`src/rtl/muxnx1_stream.sv`:
```
// muxnx1_stream
// ---------------------------------------------------------------------------
// N-input to 1-output valid/ready stream multiplexer with a registered output
// stage. There are two arbitration modes:
//   mode = 0 : fixed. The channel named by `select` is granted. When select
//              is N or greater, no channel is granted.
//   mode = 1 : round-robin. The first valid channel is granted, searching
//              from ptr upward and wrapping modulo N.
// The output register accepts a new word whenever it is empty or is being
// drained in the same cycle. This sustains one word per cycle.
//
// Ports
//   clk        sole clock, rising edge
//   rst        asynchronous active-high reset
//   in_data    N*WIDTH packed words, channel i at [i*WIDTH +: WIDTH]
//   in_valid   per-channel valid
//   in_ready   per-channel ready (at most one bit high)
//   select     channel index used in fixed mode
//   mode       0 = fixed select, 1 = round-robin
//   out_data   registered word from the granted channel
//   out_valid  out_data holds an unconsumed word
//   out_ready  downstream accept
//   out_chan   index of the channel that supplied out_data
// ---------------------------------------------------------------------------
module muxnx1_stream #(
  parameter int WIDTH = 8,
  parameter int N     = 4,
  parameter int SELW  = 2
) (
  input  logic                 clk,
  input  logic                 rst,
  input  logic [N*WIDTH-1:0]   in_data,
  input  logic [N-1:0]         in_valid,
  output logic [N-1:0]         in_ready,
  input  logic [SELW-1:0]      select,
  input  logic                 mode,
  output logic [WIDTH-1:0]     out_data,
  output logic                 out_valid,
  input  logic                 out_ready,
  output logic [SELW-1:0]      out_chan
);

  // N held one bit wider than an index, so that select == N compares correctly
  // when N is a power of two.
  localparam logic [SELW:0]   N_EXT = (SELW+1)'(N);
  localparam logic [SELW-1:0] LAST  = SELW'(N-1);

  // Registered state
  logic [SELW-1:0]  ptr_reg;
  logic [SELW-1:0]  ptr_next;
  logic [WIDTH-1:0] data_reg;
  logic [WIDTH-1:0] data_next;
  logic [SELW-1:0]  chan_reg;
  logic [SELW-1:0]  chan_next;
  logic             valid_reg;
  logic             valid_next;

  // Arbitration results
  logic             fix_hit;
  logic             rr_hit;
  logic [SELW-1:0]  rr_idx;
  logic             grant_valid;
  logic [SELW-1:0]  grant_idx;
  logic             open;
  logic             in_xfer;

  // Unpacked view of the input words, so the selected word is a plain index.
  logic [WIDTH-1:0] chan_data [N];

  genvar gi;
  generate
    for (gi = 0; gi < N; gi++) begin : g_unpack
      assign chan_data[gi] = in_data[gi*WIDTH +: WIDTH];
    end
  endgenerate

  // The output register can take a new word if it is empty or is draining now.
  assign open = !valid_reg || out_ready;

  // Fixed mode: the grant does not depend on in_valid. An out-of-range select
  // grants nothing.
  assign fix_hit = ({1'b0, select} < N_EXT);

  // Round-robin search. The loop runs from the farthest offset down to ptr
  // itself. The last hit assigned is therefore the nearest valid channel at
  // or after ptr, in wrapped order. ptr is always below N, so one conditional
  // subtraction performs the modulo.
  always_comb begin
    logic [SELW:0] cand;
    rr_hit = 1'b0;
    rr_idx = '0;
    cand   = '0;
    for (int k = N-1; k >= 0; k--) begin
      cand = {1'b0, ptr_reg} + (SELW+1)'(k);
      if (cand >= N_EXT) begin
        cand = cand - N_EXT;
      end
      if (in_valid[cand]) begin
        rr_hit = 1'b1;
        rr_idx = cand[SELW-1:0];
      end
    end
  end

  always_comb begin
    grant_valid = 1'b0;
    grant_idx   = '0;
    if (mode) begin
      grant_valid = rr_hit;
      grant_idx   = rr_idx;
    end else begin
      grant_valid = fix_hit;
      grant_idx   = select;
    end
  end

  // in_ready is one-hot on the granted channel. It is held low while reset is
  // asserted, so no handshake can complete during reset.
  generate
    for (gi = 0; gi < N; gi++) begin : g_ready
      assign in_ready[gi] = !rst && open && grant_valid && (grant_idx == SELW'(gi));
    end
  endgenerate

  assign in_xfer = |(in_valid & in_ready);

  // Next-state logic for the pointer and the output stage.
  always_comb begin
    ptr_next   = ptr_reg;
    data_next  = data_reg;
    chan_next  = chan_reg;
    valid_next = valid_reg;

    if (in_xfer) begin
      data_next  = chan_data[grant_idx];
      chan_next  = grant_idx;
      valid_next = 1'b1;
      // The pointer moves only on round-robin transfers. It wraps explicitly at
      // N-1, so a non-power-of-two N never reaches an unused index.
      if (mode) begin
        ptr_next = (grant_idx == LAST) ? '0 : grant_idx + 1'b1;
      end
    end else if (valid_reg && out_ready) begin
      valid_next = 1'b0;
    end
  end

  always_ff @(posedge clk or posedge rst) begin
    if (rst) begin
      ptr_reg   <= '0;
      data_reg  <= '0;
      chan_reg  <= '0;
      valid_reg <= 1'b0;
    end else begin
      ptr_reg   <= ptr_next;
      data_reg  <= data_next;
      chan_reg  <= chan_next;
      valid_reg <= valid_next;
    end
  end

  assign out_data  = data_reg;
  assign out_chan  = chan_reg;
  assign out_valid = valid_reg;

endmodule

```
`config.mk`:
```
export PLATFORM = sky130hd
export DESIGN_NAME = muxnx1_stream
export DESIGN_NICKNAME = d
export VERILOG_FILES = /design/src/rtl/muxnx1_stream.sv
export SDC_FILE = /design/constraint.sdc
export NUM_CORES = 1
export LEC_CHECK = 0
export ABC_AREA = 1
export CELL_PAD_IN_SITES_DETAIL_PLACEMENT = 1
export CELL_PAD_IN_SITES_GLOBAL_PLACEMENT = 2
export CORE_MARGIN = 10
export CORE_UTILIZATION = 20
export CTS_BUF_LIST = sky130_fd_sc_hd__clkbuf_4 sky130_fd_sc_hd__clkbuf_8
export DETAILED_ROUTE_END_ITERATION = 6
export PLACE_DENSITY_LB_ADDON = 0.1
export SYNTH_ARGS = -nofsm -noshare
export SYNTH_HDL_FRONTEND = slang
export SYNTH_SLANG_ARGS = --single-unit
```
`constraint.sdc`:
```
create_clock -name clk -period 2.9 [get_ports clk]
set_clock_uncertainty 0.05 [all_clocks]
set_input_delay 0.58 -clock clk [delete_from_list [all_inputs] [get_ports clk]]
set_output_delay 0.58 -clock clk [all_outputs]
set_load 0.02 [all_outputs]
```
-- After elaboration in Yosys (flattened, before gate mapping)
Cells that the tools add are included.
- add/subtract/negate cells: 8
- magnitude comparators: 9
- eq/ne operators: 3
- multiplexer cells: 28
- bitwise gates (word level): 2
- reduce and logical (&&, ||, !) cells: 14
- operators by type and width (operator ; count):
    8-bit binary-select mux with 2-bit select ; 1
    8-bit 2-to-1 mux ; 2
    3-bit greater-or-equal comparator, second input constant ; 4
    3-bit less-than comparator, second input constant ; 4
    2-bit 2-to-1 mux ; 6
    3-bit 2-to-1 mux ; 4
    1-bit 2-to-1 mux ; 11
    3-bit subtractor, second input constant ; 3
    1-bit binary-select mux with 2-bit select ; 4
    1-bit logical AND ; 7
    2-bit by 2-bit adder with 3-bit output, second input constant ; 2
    4-bit AND ; 1
    2-bit equality test, second input constant ; 2
    4-bit OR reduction ; 1
    2-bit by 1-bit adder with 3-bit output, second input constant ; 1
    2-bit by 3-bit greater-or-equal comparator with 1-bit output, second input constant ; 1
    2-bit NOT with 3-bit output ; 1
    2-bit by 3-bit subtractor with 3-bit output, second input constant ; 1
    2-bit by 1-bit adder with 2-bit output, second input constant ; 1
    2-bit by 1-bit equality test with 1-bit output, second input constant ; 1
    1-bit logical NOT ; 2
    2-bit logical NOT ; 1
    2-bit AND reduction ; 1
    2-bit nonzero test ; 1
    1-bit logical OR ; 1
- register bits after elaboration: 13
- bits of input ports: 42
- output and inout bits: 15
- word-level logic and storage cells: 68

-- Logic depth before layout (Yosys ltp)
Gate-level depths: netlist (run 1).
- depth in word-level cells: 15
- gate-level depth with buffers: 22
- depth with buffers taken out: 20

-- Worst setup path before layout (run 1)
Ideal clock, no wire load.
- kind: input -> output
- start: in in_valid[3]
- end: out in_ready[2]
- arrival time: 1.990 ns
- data required time: 2.270 ns
- slack: 0.280 ns
- stages: 11
- path buffers: 1
- path through: inv_1 -> o21ai_2 -> nand2_2 -> nand2_1 -> inv_1 -> nand2_1 -> nand2_1 -> nand2_1 -> buf_4 -> clkinv_1 -> nor3_1
- cells in the longest elaborated chain, start to end: 9
- elaborated cells on any way between the ends: 21
- classes of those cells: eq/ne: 1; mux: 18; reduce/logical: 2
- ends and longest elaborated chain (item ; RTL line ; source):
    start, declared ; 33 ; input logic [N-1:0] in_valid,
    1-bit binary-select mux with 2-bit select ; 98 ; if (in_valid[cand]) begin
    1-bit 2-to-1 mux (implied by the code) ; 98 ;
    2-bit 2-to-1 mux / 1-bit 2-to-1 mux (equally long branches) (4 in a row) ; 98 ;
    2-bit 2-to-1 mux / 1-bit 2-to-1 mux (equally long branches) ; 108 ; if (mode) begin
    2-bit equality test / 1-bit logical AND (equally long branches) ; 121 ; assign in_ready[gi] = !rst && open && grant_valid && (grant_idx == SELW'(gi));
    1-bit logical AND (*) ; 121 ;
    end, declared ; 34 ; output logic [N-1:0] in_ready,
Every way passes the cells marked *; elsewhere a longest branch is shown, timed or not. The select of a mux whose other input is x is not followed.

-- Worst setup path after layout (run 1)
- start: reg ptr_reg[0]
- end: out in_ready[2]
- cells in the longest elaborated chain, start to end: 12
- elaborated cells on any way between the ends: 36
- classes of those cells: add/sub: 7; order compare: 4; eq/ne: 1; mux: 22; reduce/logical: 2
- ends and longest elaborated chain (item ; RTL line ; source):
    start, declared ; 49 ; logic [SELW-1:0] ptr_reg;
    start signal, assigned ; 155 ; ptr_reg <= ptr_next;
    2-bit by 2-bit adder with 3-bit output ; 94 ; cand = {1'b0, ptr_reg} + (SELW+1)'(k);
    3-bit subtractor / 3-bit greater-or-equal comparator (equally long branches) ; 96, 95 ;
    3-bit 2-to-1 mux ; 95 ; if (cand >= N_EXT) begin
    1-bit binary-select mux with 2-bit select ; 98 ;
    1-bit 2-to-1 mux (implied by the code) ; 98 ;
    2-bit 2-to-1 mux / 1-bit 2-to-1 mux (equally long branches) (4 in a row) ; 98 ;
    2-bit 2-to-1 mux / 1-bit 2-to-1 mux (equally long branches) ; 108 ;
    2-bit equality test / 1-bit logical AND (equally long branches) ; 121 ;
    1-bit logical AND (*) ; 121 ;
Marks and branches as above.

==> results.ini, run 1 <==
[outcome]
status=finished, final reports clean

[worst_hold_path]
worstHoldPathType=reg -> reg
hold_depth=2

[cts]
cts_tree=yes
cts_hold_buffers=0
cts-root-buf=clkbuf_8
clock_path_buffers=2
cts.sinks=13
cts_buffers=3
clk_pin_slew_worst_paths_ns=0.05
htree_levels=1
clock_latency_ns=0.24

[power]
p_per_area_nw_per_um2=823
ir_worst_vdd_v=0.000398
p_leak_uw=0.00103

[die]
die_w_um=95.6
start_util_pct=20.6
rows=27
die_y_um=95.6
num_io_pins=57
core_area_um2=5540
dieArea_um2=9130

[timing]
fin_crit_ns=2.60
slew_viol_final=0
hold_viol_final=0
worst_pin_slew_ns=0.245
setup_viol=0
max_freq_ghz=0.385
hold_ws_ns=0.432
slew_headroom_pct=83.5
rsz0062_at_grt=false
timing.final.crit_share_pct=89.6

[cells_and_area]
finalCoreUtilization_pct=35.8
num_antenna_cells=0
largest_register_ffs=8
final_nets=309
area_growth_pct=73.7
layout-drive-gt1-share_pct=20.8

[route]
wl_per_cell_um=13.4
drt-total-wl_um=4520
vias=1433
dr.pass1.iters=2
drc=0
detail-route-antenna-nets=0
dr.first_iter.drc_count=19
vias_per_cell=4.25

[worst_setup_path]
reg2regPathDepth=16
cp-start-kind=flip-flop
cp_max_fo=6
end_kind=output pin
worstSetupPathType=reg -> out
arrival_ns=1.97
required_ns=2.27

[yosys]
synth_top_area_share_pct=29.2
yosys.cell_types.count=24
synth_area_um2=1140
synth-seq-cells=13
synth_seq_area_share_pct=28.5
postSynthAreaPerCell_um2=5.98
yosysTopAreaCell=nand2_1
yosys-top-cells-area=nand2_1 (29%), dfrtp_1 (28%), o21ai_0 (8.3%)
yosysWarningCount=0
syn-num-nets=234
synth_cells=191

[grt]
grt-ovfl-total=0
grt_max_degree=21
grt_use_total_pct=10.2
grt_pass1_wl_um=7420
grt_pass1_vias=1561
antenna_found_initial=0

[placement]
gp_congestion=0.765
hpwl_um=3860
portBuffers=56

[flow_run]
cap_violations=0

cells by family after synthesis:
kind of cell / synth area share (%)
buffers and inverters: 11.6
DFF: 28.5
and+or+nand+nor: 48.1
adders and majority gates: 1.10
AOI/OAI and AO/OA: 10.7
what timing repair did:
action,CTS,global route
resized for setup,23,11
endpoints found under the setup margin,4,4
pin swaps,0,2
setup buffers,0,0
cell type report:
cell class / instances / area, um2
Fill cell: 720 / 3560
Timing Repair Buffer: 76 / 726
Multi-Input combinational cell: 151 / 716
Sequential cell: 13 / 325
Tap cell: 72 / 90.1
Inverter: 21 / 78.8
Clock buffer: 4 / 48.8
synthesized netlist by cell type:
cell type and n:
a21oi_1 1, and2_1 1, buf_2 1, buf_4 2, buf_6 3, clkinv_1 1, dfrtp_1 13, ha_1 1
inv_1 16, inv_2 4, nand2_1 89, nand2_2 5, nand2_4 1, nand3_1 7, nand3_2 4, nand4_1 1
nor2_1 15, nor2_2 1, nor2_4 1, nor3_1 1, o21ai_0 19, o21ai_1 1, o21ai_2 2, or2_2 1
layer usage:
metal | vias to the layer above | GRT usage [%] | wire, um
met3 | 2 | 4.48 | 366
li1 | 735 | - | -
met4 | 0 | 1.47 | 26
met2 | 31 | 20.4 | 2490
met1 | 665 | 9.52 | 1640
met5 | - | 0 | 0
critical path, stage by stage (launching register included):
cell     delay [ns]
dfrtp_1        0.45
buf_4          0.18
o21ai_2        0.17
nand2_2        0.09
nand3_2        0.08
nand2_1        0.05
nand2_1        0.07
nand3_2        0.07
nand2_2        0.08
inv_2          0.04
buf_4          0.15
nor3_4         0.15
buf_6          0.15
final timing paths:
kind                                          from                      end  slack [ns]
min in group asynchronous                      rst   ptr_reg[0]$_DFFE_PP0P_        0.61
setup reg to reg            ptr_reg[0]$_DFFE_PP0P_  out_chan[0]$_DFFE_PP0P_        0.58
setup / recovery            ptr_reg[0]$_DFFE_PP0P_              in_ready[2]        0.30
hold reg to reg            out_data[6]$_DFFE_PP0P_  out_data[6]$_DFFE_PP0P_        0.43
max in group asynchronous                      rst    out_valid$_DFFE_PP0P_        2.02
hold / removal             out_data[6]$_DFFE_PP0P_  out_data[6]$_DFFE_PP0P_        0.43
placed cells by master, fill, tap and decap left out, types with 3 or more instances in the layout:
cell type / n
nand2_1: 86
clkdlybuf4s50_1: 48
inv_2: 5
nand3_2: 6
nor2_1: 14
dlymetal6s2s_1: 4
buf_4: 19
nand2_2: 8
nand3_1: 5
dfrtp_1: 13
o21ai_0: 19
inv_1: 16
clkbuf_8: 3
where the power goes:
part / switching (uW) / total [uW] / internal, uW
combinational: 651 / 1150 / 497
clock: 61.6 / 168 / 106
sequential: 52.9 / 318 / 265
metrics by stage:
stage          instances  setup TNS [ns]  total power, uW  setup WS, ns  cell area [um2]
6_report             337               0             1630         0.300             1980
5_1_grt              337               0             1820         0.125             1980
4_1_cts              337         -0.0705             1660       -0.0489             1950
3_5_place_dp         333           -1.96             1480        -0.614             1900
3_3_place_gp         333           -1.90             1480        -0.575             1900
2_1_floorplan        191               0              994         0.280             1140
No activity file was read; power rests on OpenSTA's default activity.
==> inputs of run 2 (changes only) <==
--- a/config.mk
+++ b/config.mk
@@ -9,9 +9,10 @@
 export CELL_PAD_IN_SITES_DETAIL_PLACEMENT = 1
 export CELL_PAD_IN_SITES_GLOBAL_PLACEMENT = 2
 export CORE_MARGIN = 10
-export CORE_UTILIZATION = 20
+export CORE_UTILIZATION = 31
 export CTS_BUF_LIST = sky130_fd_sc_hd__clkbuf_4 sky130_fd_sc_hd__clkbuf_8
 export DETAILED_ROUTE_END_ITERATION = 6
+export DONT_BUFFER_PORTS = 1
 export PLACE_DENSITY_LB_ADDON = 0.1
 export SYNTH_ARGS = -nofsm -noshare
 export SYNTH_HDL_FRONTEND = slang
==> results.ini, run 2 (synthesis results as in run 1) <==
[cts]
clk_pin_slew_worst_paths_ns=0.05  ; about the same
clock_path_buffers=2  ; unchanged
cts.sinks=13  ; unchanged
cts_tree=yes
cts_hold_buffers=0  ; unchanged
cts_buffers=3  ; unchanged
clock_latency_ns=0.24  ; about the same
cts-root-buf=clkbuf_8
htree_levels=1  ; unchanged

[grt]
grt_max_degree=22  ; +4.8%
grt_use_total_pct=11.8  ; +1.5 points
grt-ovfl-total=0  ; unchanged
antenna_found_initial=0  ; unchanged
grt_pass1_vias=1260  ; -19%
grt_pass1_wl_um=6240  ; -16%

[route]
wl_per_cell_um=15.4  ; +15%
drc=0  ; unchanged
vias=1150  ; -20%
detail-route-antenna-nets=0  ; unchanged
drt-total-wl_um=3720  ; -18%
dr.first_iter.drc_count=42  ; +23
dr.pass1.iters=3  ; +1
vias_per_cell=4.77  ; +12%

[power]
switching_share_pct=53.5  ; +6.6 points
p_per_area_nw_per_um2=1040  ; +27%
power.internal_uw=607  ; -30%
p_leak_uw=0.000683  ; -34%
p_comb_share_pct=54.1  ; -16 points
switchingPower_uw=697  ; -9.0%
power_frac_seq_pct=33.2  ; +14 points
ir_worst_vdd_v=0.000300  ; -25%
clkPwrFrac_pct=12.7  ; +2.4 points
power.total_uw=1300  ; -20%

[worst_setup_path]
required_ns=2.27  ; about the same
cp_common_cell=nand2_1
end_kind=output pin
path_cells=inv_2 -> nand2_1 -> nand2_2 -> nand2_1 -> nand2_1 -> inv_1 -> nand2_1 -> nand2_1 -> nand2_1 -> nand2_2 -> nor2_2 -> inv_1 -> nor2_2
slowest_stage=dfrtp_2
arrival_ns=1.99  ; +0.02 ns
slowest_delay_ns=0.48  ; +0.03 ns
worstSetupPathType=reg -> out
cp_max_fo=11  ; +5
cp-start-kind=flip-flop
critPathBufInv=3  ; -1
critPathTopFamily=simple AND/OR/NAND/NOR gates

[timing]
max_freq_ghz=0.381  ; -0.84%
hold_ws_ns=0.211  ; -0.222 ns
setup_viol=0  ; unchanged
slew_viol_final=0  ; unchanged
timing.final.crit_share_pct=90.4  ; +0.76 points
tns_ns=0  ; unchanged
worst_pin_slew_ns=0.292  ; +0.0467 ns
fin_crit_ns=2.62  ; +0.0221 ns
fin_ws_ns=0.278  ; -0.0221 ns
hold_viol_final=0  ; unchanged
rsz0062_at_grt=false
slew_headroom_pct=80.3  ; -3.1 points

[cells_and_area]
layout_commonest_cell=nand2_1
num_antenna_cells=0  ; unchanged
area_growth_pct=9.31
mostFrequentLayoutCells=nand2_1 (88), o21ai_0 (19), inv_1 (16)
largest_register_ffs=8  ; unchanged
final_nets=239  ; -23%
layout-drive-gt1-share_pct=16.9  ; -3.8 points

[outcome]
status=finished, final reports clean

[die]
dieArea_um2=6510  ; -29%
die_w_um=80.7  ; -16%
die_y_um=80.7  ; -16%
start_util_pct=33.2  ; +13 points
rows=21  ; -22%
core_area_um2=3440  ; -38%
num_io_pins=57  ; unchanged

[placement]
portBuffers=0  ; -100%
hpwl_um=3250  ; -16%
dp_worst_setup_slack_ns=0.288  ; +0.902 ns
gp_congestion=0.780  ; +2.0%

[worst_hold_path]
worstHoldPathType=in -> async

[flow_run]
cap_violations=0  ; unchanged

run 2: cell types whose count changed in the layout (fill, tap and decap cells not counted), sizes merged:
| cell | delta |
|---|---|
| buf | -18 |
| dlymetal6s2s | -4 |
| inv | -1 |
| clkdlybuf4s50 | -48 |
| clkinv | +1 |
run 2: area by class of cell:
type	count	area (um2)
clock buffers	4	48.8
fillers	471	2190
inverters	21	78.8
multi-input cells	151	692
flip-flops and latches	13	327
well taps	46	57.6
repair buffers	6	45.0
run 2: what timing repair did:
action                                  CTS  global route
endpoints found under the setup margin    0             4
resized for setup                         0             4
setup buffers                             0             0
run 2: power by group through the flow:
stage / Combinational, uW / Clock (uW) / Sequential (uW)
final: 705 / 165 / 433
after global routing: 838 / 183 / 450
after CTS: 717 / 173 / 436
after detailed placement: 714 / 0 / 438
after global placement: 686 / 0 / 433
after floorplan: 600 / 0 / 394
run 2: path summary, 6_finish.rpt:
| check | start | end | slack, ns | cells past startpoint |
|---|---|---|---|---|
| worst max-delay path | ptr_reg[0]$_DFFE_PP0P_ | in_ready[0] | 0.28 | 13 |
| min in group clk | out_ready | out_valid$_DFFE_PP0P_ | 0.37 | 1 |
| worst max register to register | ptr_reg[0]$_DFFE_PP0P_ | out_data[7]$_DFFE_PP0P_ | 0.56 | 18 |
| worst min register to register | ptr_reg[1]$_DFFE_PP0P_ | ptr_reg[1]$_DFFE_PP0P_ | 0.57 | 2 |
| max in group asynchronous | rst | ptr_reg[0]$_DFFE_PP0P_ | 2.42 | 2 |
| worst min-delay path | rst | out_chan[0]$_DFFE_PP0P_ | 0.21 | 2 |
run 2: routing by layer:
layer	part of all wire, %	global-route usage (%)
met1	47	15.5
met2	41	17.3
met3	10	4.90
met4	1.3	3.11
met5	0	0
run 2: per-stage QoR:
step           std cells  utilization, %  cell area [um2]
2_1_floorplan        191               -             1140
3_3_place_gp         237            34.6             1190
3_5_place_dp         237            34.6             1190
4_1_cts              241            36.0             1240
5_1_grt              241            36.3             1250
6_report             241            36.3             1250
==> inputs of run 3 (changes only) <==
--- a/config.mk
+++ b/config.mk
@@ -5,14 +5,15 @@
 export SDC_FILE = /design/constraint.sdc
 export NUM_CORES = 1
 export LEC_CHECK = 0
-export ABC_AREA = 1
 export CELL_PAD_IN_SITES_DETAIL_PLACEMENT = 1
 export CELL_PAD_IN_SITES_GLOBAL_PLACEMENT = 2
+export CORE_ASPECT_RATIO = 0.7
 export CORE_MARGIN = 10
-export CORE_UTILIZATION = 31
+export CORE_UTILIZATION = 34
 export CTS_BUF_LIST = sky130_fd_sc_hd__clkbuf_4 sky130_fd_sc_hd__clkbuf_8
 export DETAILED_ROUTE_END_ITERATION = 6
 export DONT_BUFFER_PORTS = 1
+export MAX_ROUTING_LAYER = met4
 export PLACE_DENSITY_LB_ADDON = 0.1
 export SYNTH_ARGS = -nofsm -noshare
 export SYNTH_HDL_FRONTEND = slang
==> results.ini, run 3 <==
[yosys]
synth_common_cells=nand2_1 (22), o21ai_1 (16), dfrtp_1 (13)
synth.most_common_cell=nand2_1
yosysWarningCount=0  ; unchanged
synth_cells=118  ; -38%
synth_seq_area_share_pct=32.6  ; +4.1 points
yosys.cell_types.count=34  ; +42%
synthArstFlopShare_pct=100  ; unchanged
yosys-top-cells-area=dfrtp_1 (33%), mux2_2 (9.0%), nand2_1 (8.3%)
synth_top_area_share_pct=32.6  ; +3.3 points
synth-seq-cells=13  ; unchanged
syn-num-nets=161  ; -31%
synth_area_um2=998  ; -13%
yosysTopAreaCell=dfrtp_1
synth_edf_count=0  ; unchanged
synthFlopType=dfrtp_1
postSynthAreaPerCell_um2=8.46  ; +41%

[worst_setup_path]
slowest_stage=dfrtp_1
end_kind=output pin
rrSetupSlack_ns=0.48  ; -0.08 ns
required_ns=2.27  ; about the same
critPathTopFamily=simple AND/OR/NAND/NOR gates
slowest_delay_ns=0.45  ; -0.03 ns
critPathBufInv=1  ; -2
path_cells=nand2_1 -> o311ai_4 -> buf_4 -> and3_1
worstSetupPathType=reg -> out
cp_max_fo=22  ; +11
cp-start-kind=flip-flop
arrival_ns=1.88  ; -0.11 ns

[placement]
portBuffers=0  ; unchanged
gp_congestion=0.881  ; +13%
hpwl_um=2770  ; -15%

[cells_and_area]
multi_input_area_um2=634  ; -8.3%
final_nets=165  ; -31%
seq_area_um2=325  ; -0.38%
largest_register_ffs=8  ; unchanged
mostFrequentLayoutCells=nand2_1 (22), o21ai_1 (16), dfrtp_1 (13)
layout_commonest_cell=nand2_1
num_antenna_cells=0  ; unchanged
fillers=337  ; -28%
finalCoreUtilization_pct=39.7  ; +3.5 points
layout-drive-gt1-share_pct=19.0  ; +2.1 points
area_growth_pct=11.5

[power]
clkPwrFrac_pct=16.7  ; +4.0 points
ir_worst_vdd_v=0.000220  ; -27%
switching_share_pct=45.5  ; -7.9 points
switchingPower_uw=454  ; -35%
power.total_uw=997  ; -23%
power.internal_uw=543  ; -10%
power_frac_seq_pct=43.4  ; +10 points
p_per_area_nw_per_um2=896  ; -14%
p_comb_share_pct=40.0  ; -14 points
p_leak_uw=0.000503  ; -26%

[die]
core_area_um2=2800  ; -19%
die_w_um=84.8  ; +5.0%
start_util_pct=35.6  ; +2.4 points
die_y_um=65.3  ; -19%
dieArea_um2=5540  ; -15%
num_io_pins=57  ; unchanged
rows=16  ; -24%

[timing]
fin_crit_ns=2.51  ; -0.108 ns
rsz0062_at_grt=false
max_freq_ghz=0.398  ; +4.3%
slew_headroom_pct=65.0  ; -15 points
tns_ns=0  ; unchanged
slew_viol_final=0  ; unchanged
setup_viol=0  ; unchanged
timing.final.crit_share_pct=86.7  ; -3.7 points
hold_viol_final=0  ; unchanged
worst_pin_slew_ns=0.520  ; +0.228 ns

[route]
detail-route-antenna-nets=0  ; unchanged
dr.first_iter.drc_count=20  ; -52%
wl_per_cell_um=21.0  ; +36%
vias=859  ; -25%
drt-total-wl_um=3300  ; -11%
vias_per_cell=5.47  ; +15%
dr.pass1.iters=4  ; +1
drc=0  ; unchanged

[cts]
clock_latency_ns=0.24  ; about the same
cts_hold_buffers=0  ; unchanged
cts_resized=0  ; unchanged
cts_tree=yes
clock_path_buffers=2  ; unchanged
cts_buffers=3  ; unchanged
cts-root-buf=clkbuf_8
post-cts-setup-buffers=0  ; unchanged
htree_levels=1  ; unchanged
cts.sinks=13  ; unchanged
clk_pin_slew_worst_paths_ns=0.05  ; about the same

[outcome]
status=finished, final reports clean

[grt]
grt_pass1_vias=941  ; -25%
grt-ovfl-total=0  ; unchanged
grt_use_total_pct=11.3  ; -0.44 points
grt_pass1_wl_um=5040  ; -19%
antenna_found_initial=0  ; unchanged
grt_max_degree=23  ; +4.5%

[worst_hold_path]
worstHoldPathType=in -> async

[flow_run]
cap_violations=0  ; unchanged

run 3: cell count changes in the layout (fill, tap and decap cells not counted), moves of 8 or more:
cell and change:
o21ai_1 +15, mux2i_1 +8, nand2_1 -66, o21ai_0 -16, inv_1 -10, nor2_1 -13
mux2_2 +8
run 3: final timing paths:
check | start | end | depth (start not counted)
min in group clk | in_valid[0] | ptr_reg[0]$_DFFE_PP0P_ | 2
setup / recovery | ptr_reg[1]$_DFFE_PP0P_ | in_ready[1] | 4
hold reg to reg | ptr_reg[0]$_DFFE_PP0P_ | ptr_reg[0]$_DFFE_PP0P_ | 2
max in group asynchronous | rst | out_data[5]$_DFFE_PP0P_ | 1
setup reg to reg | ptr_reg[1]$_DFFE_PP0P_ | out_chan[0]$_DFFE_PP0P_ | 9
hold / removal | rst | ptr_reg[0]$_DFFE_PP0P_ | 1
run 3: power groups by stage:
stage                     clock network (uW)  registers, uW  logic [uW]
final                                    166            433         398
after CTS                                169            438         402
after global placement                     0            439         386
after detailed placement                   0            439         402
after floorplan                            0            406         306
after global routing                     177            449         451
run 3: metal layers:
layer | vias up | GRT usage, % | share of wire, %
met5 | - | - | 0
met3 | 2 | 1.85 | 5.0
met2 | 30 | 16.3 | 44
met4 | 0 | 3.69 | 0.36
li1 | 421 | - | -
met1 | 406 | 15.7 | 51
run 3: logic make-up after synthesis:
group / count (synthesis) / synth area share (%)
mux: 18 / 19.7
compound gates: 34 / 21.8
buf+inv: 12 / 4.89
flops: 13 / 32.6
simple gates: 40 / 19.8
fa+ha+maj: 1 / 1.25
run 3: area by class of cell:
| type | instances | area share (%) |
|---|---|---|
| Multi-Input combinational cell | 93 | 57.0 |
| Tap cell | 36 | 4.04 |
| Sequential cell | 13 | 29.2 |
| Clock buffer | 4 | 4.38 |
| Inverter | 6 | 2.02 |
| Timing Repair Buffer | 5 | 3.37 |
run 3: stage by stage:
step | instance area (um2) | worst slack [ns] | cells | hold slack [ns]
finish | 1110 | 0.386 | 157 | 0.201
global route | 1110 | 0.226 | 157 | 0.233
CTS | 1110 | 0.393 | 157 | 0.213
detailed placement | 1060 | 0.321 | 153 | 0.467
global placement | 1060 | 0.347 | 153 | 0.458
floorplan | 998 | 0.177 | 118 | 0.407
run 3: worst register-to-register path, stage by stage, from the launching register on:
cell     delay (ns)
dfrtp_1        0.45
nand2_1        0.15
a211o_1        0.31
nand2_1        0.10
inv_1          0.06
ha_1           0.20
a22o_1         0.24
o21ai_2        0.15
buf_4          0.25
mux2_1         0.34
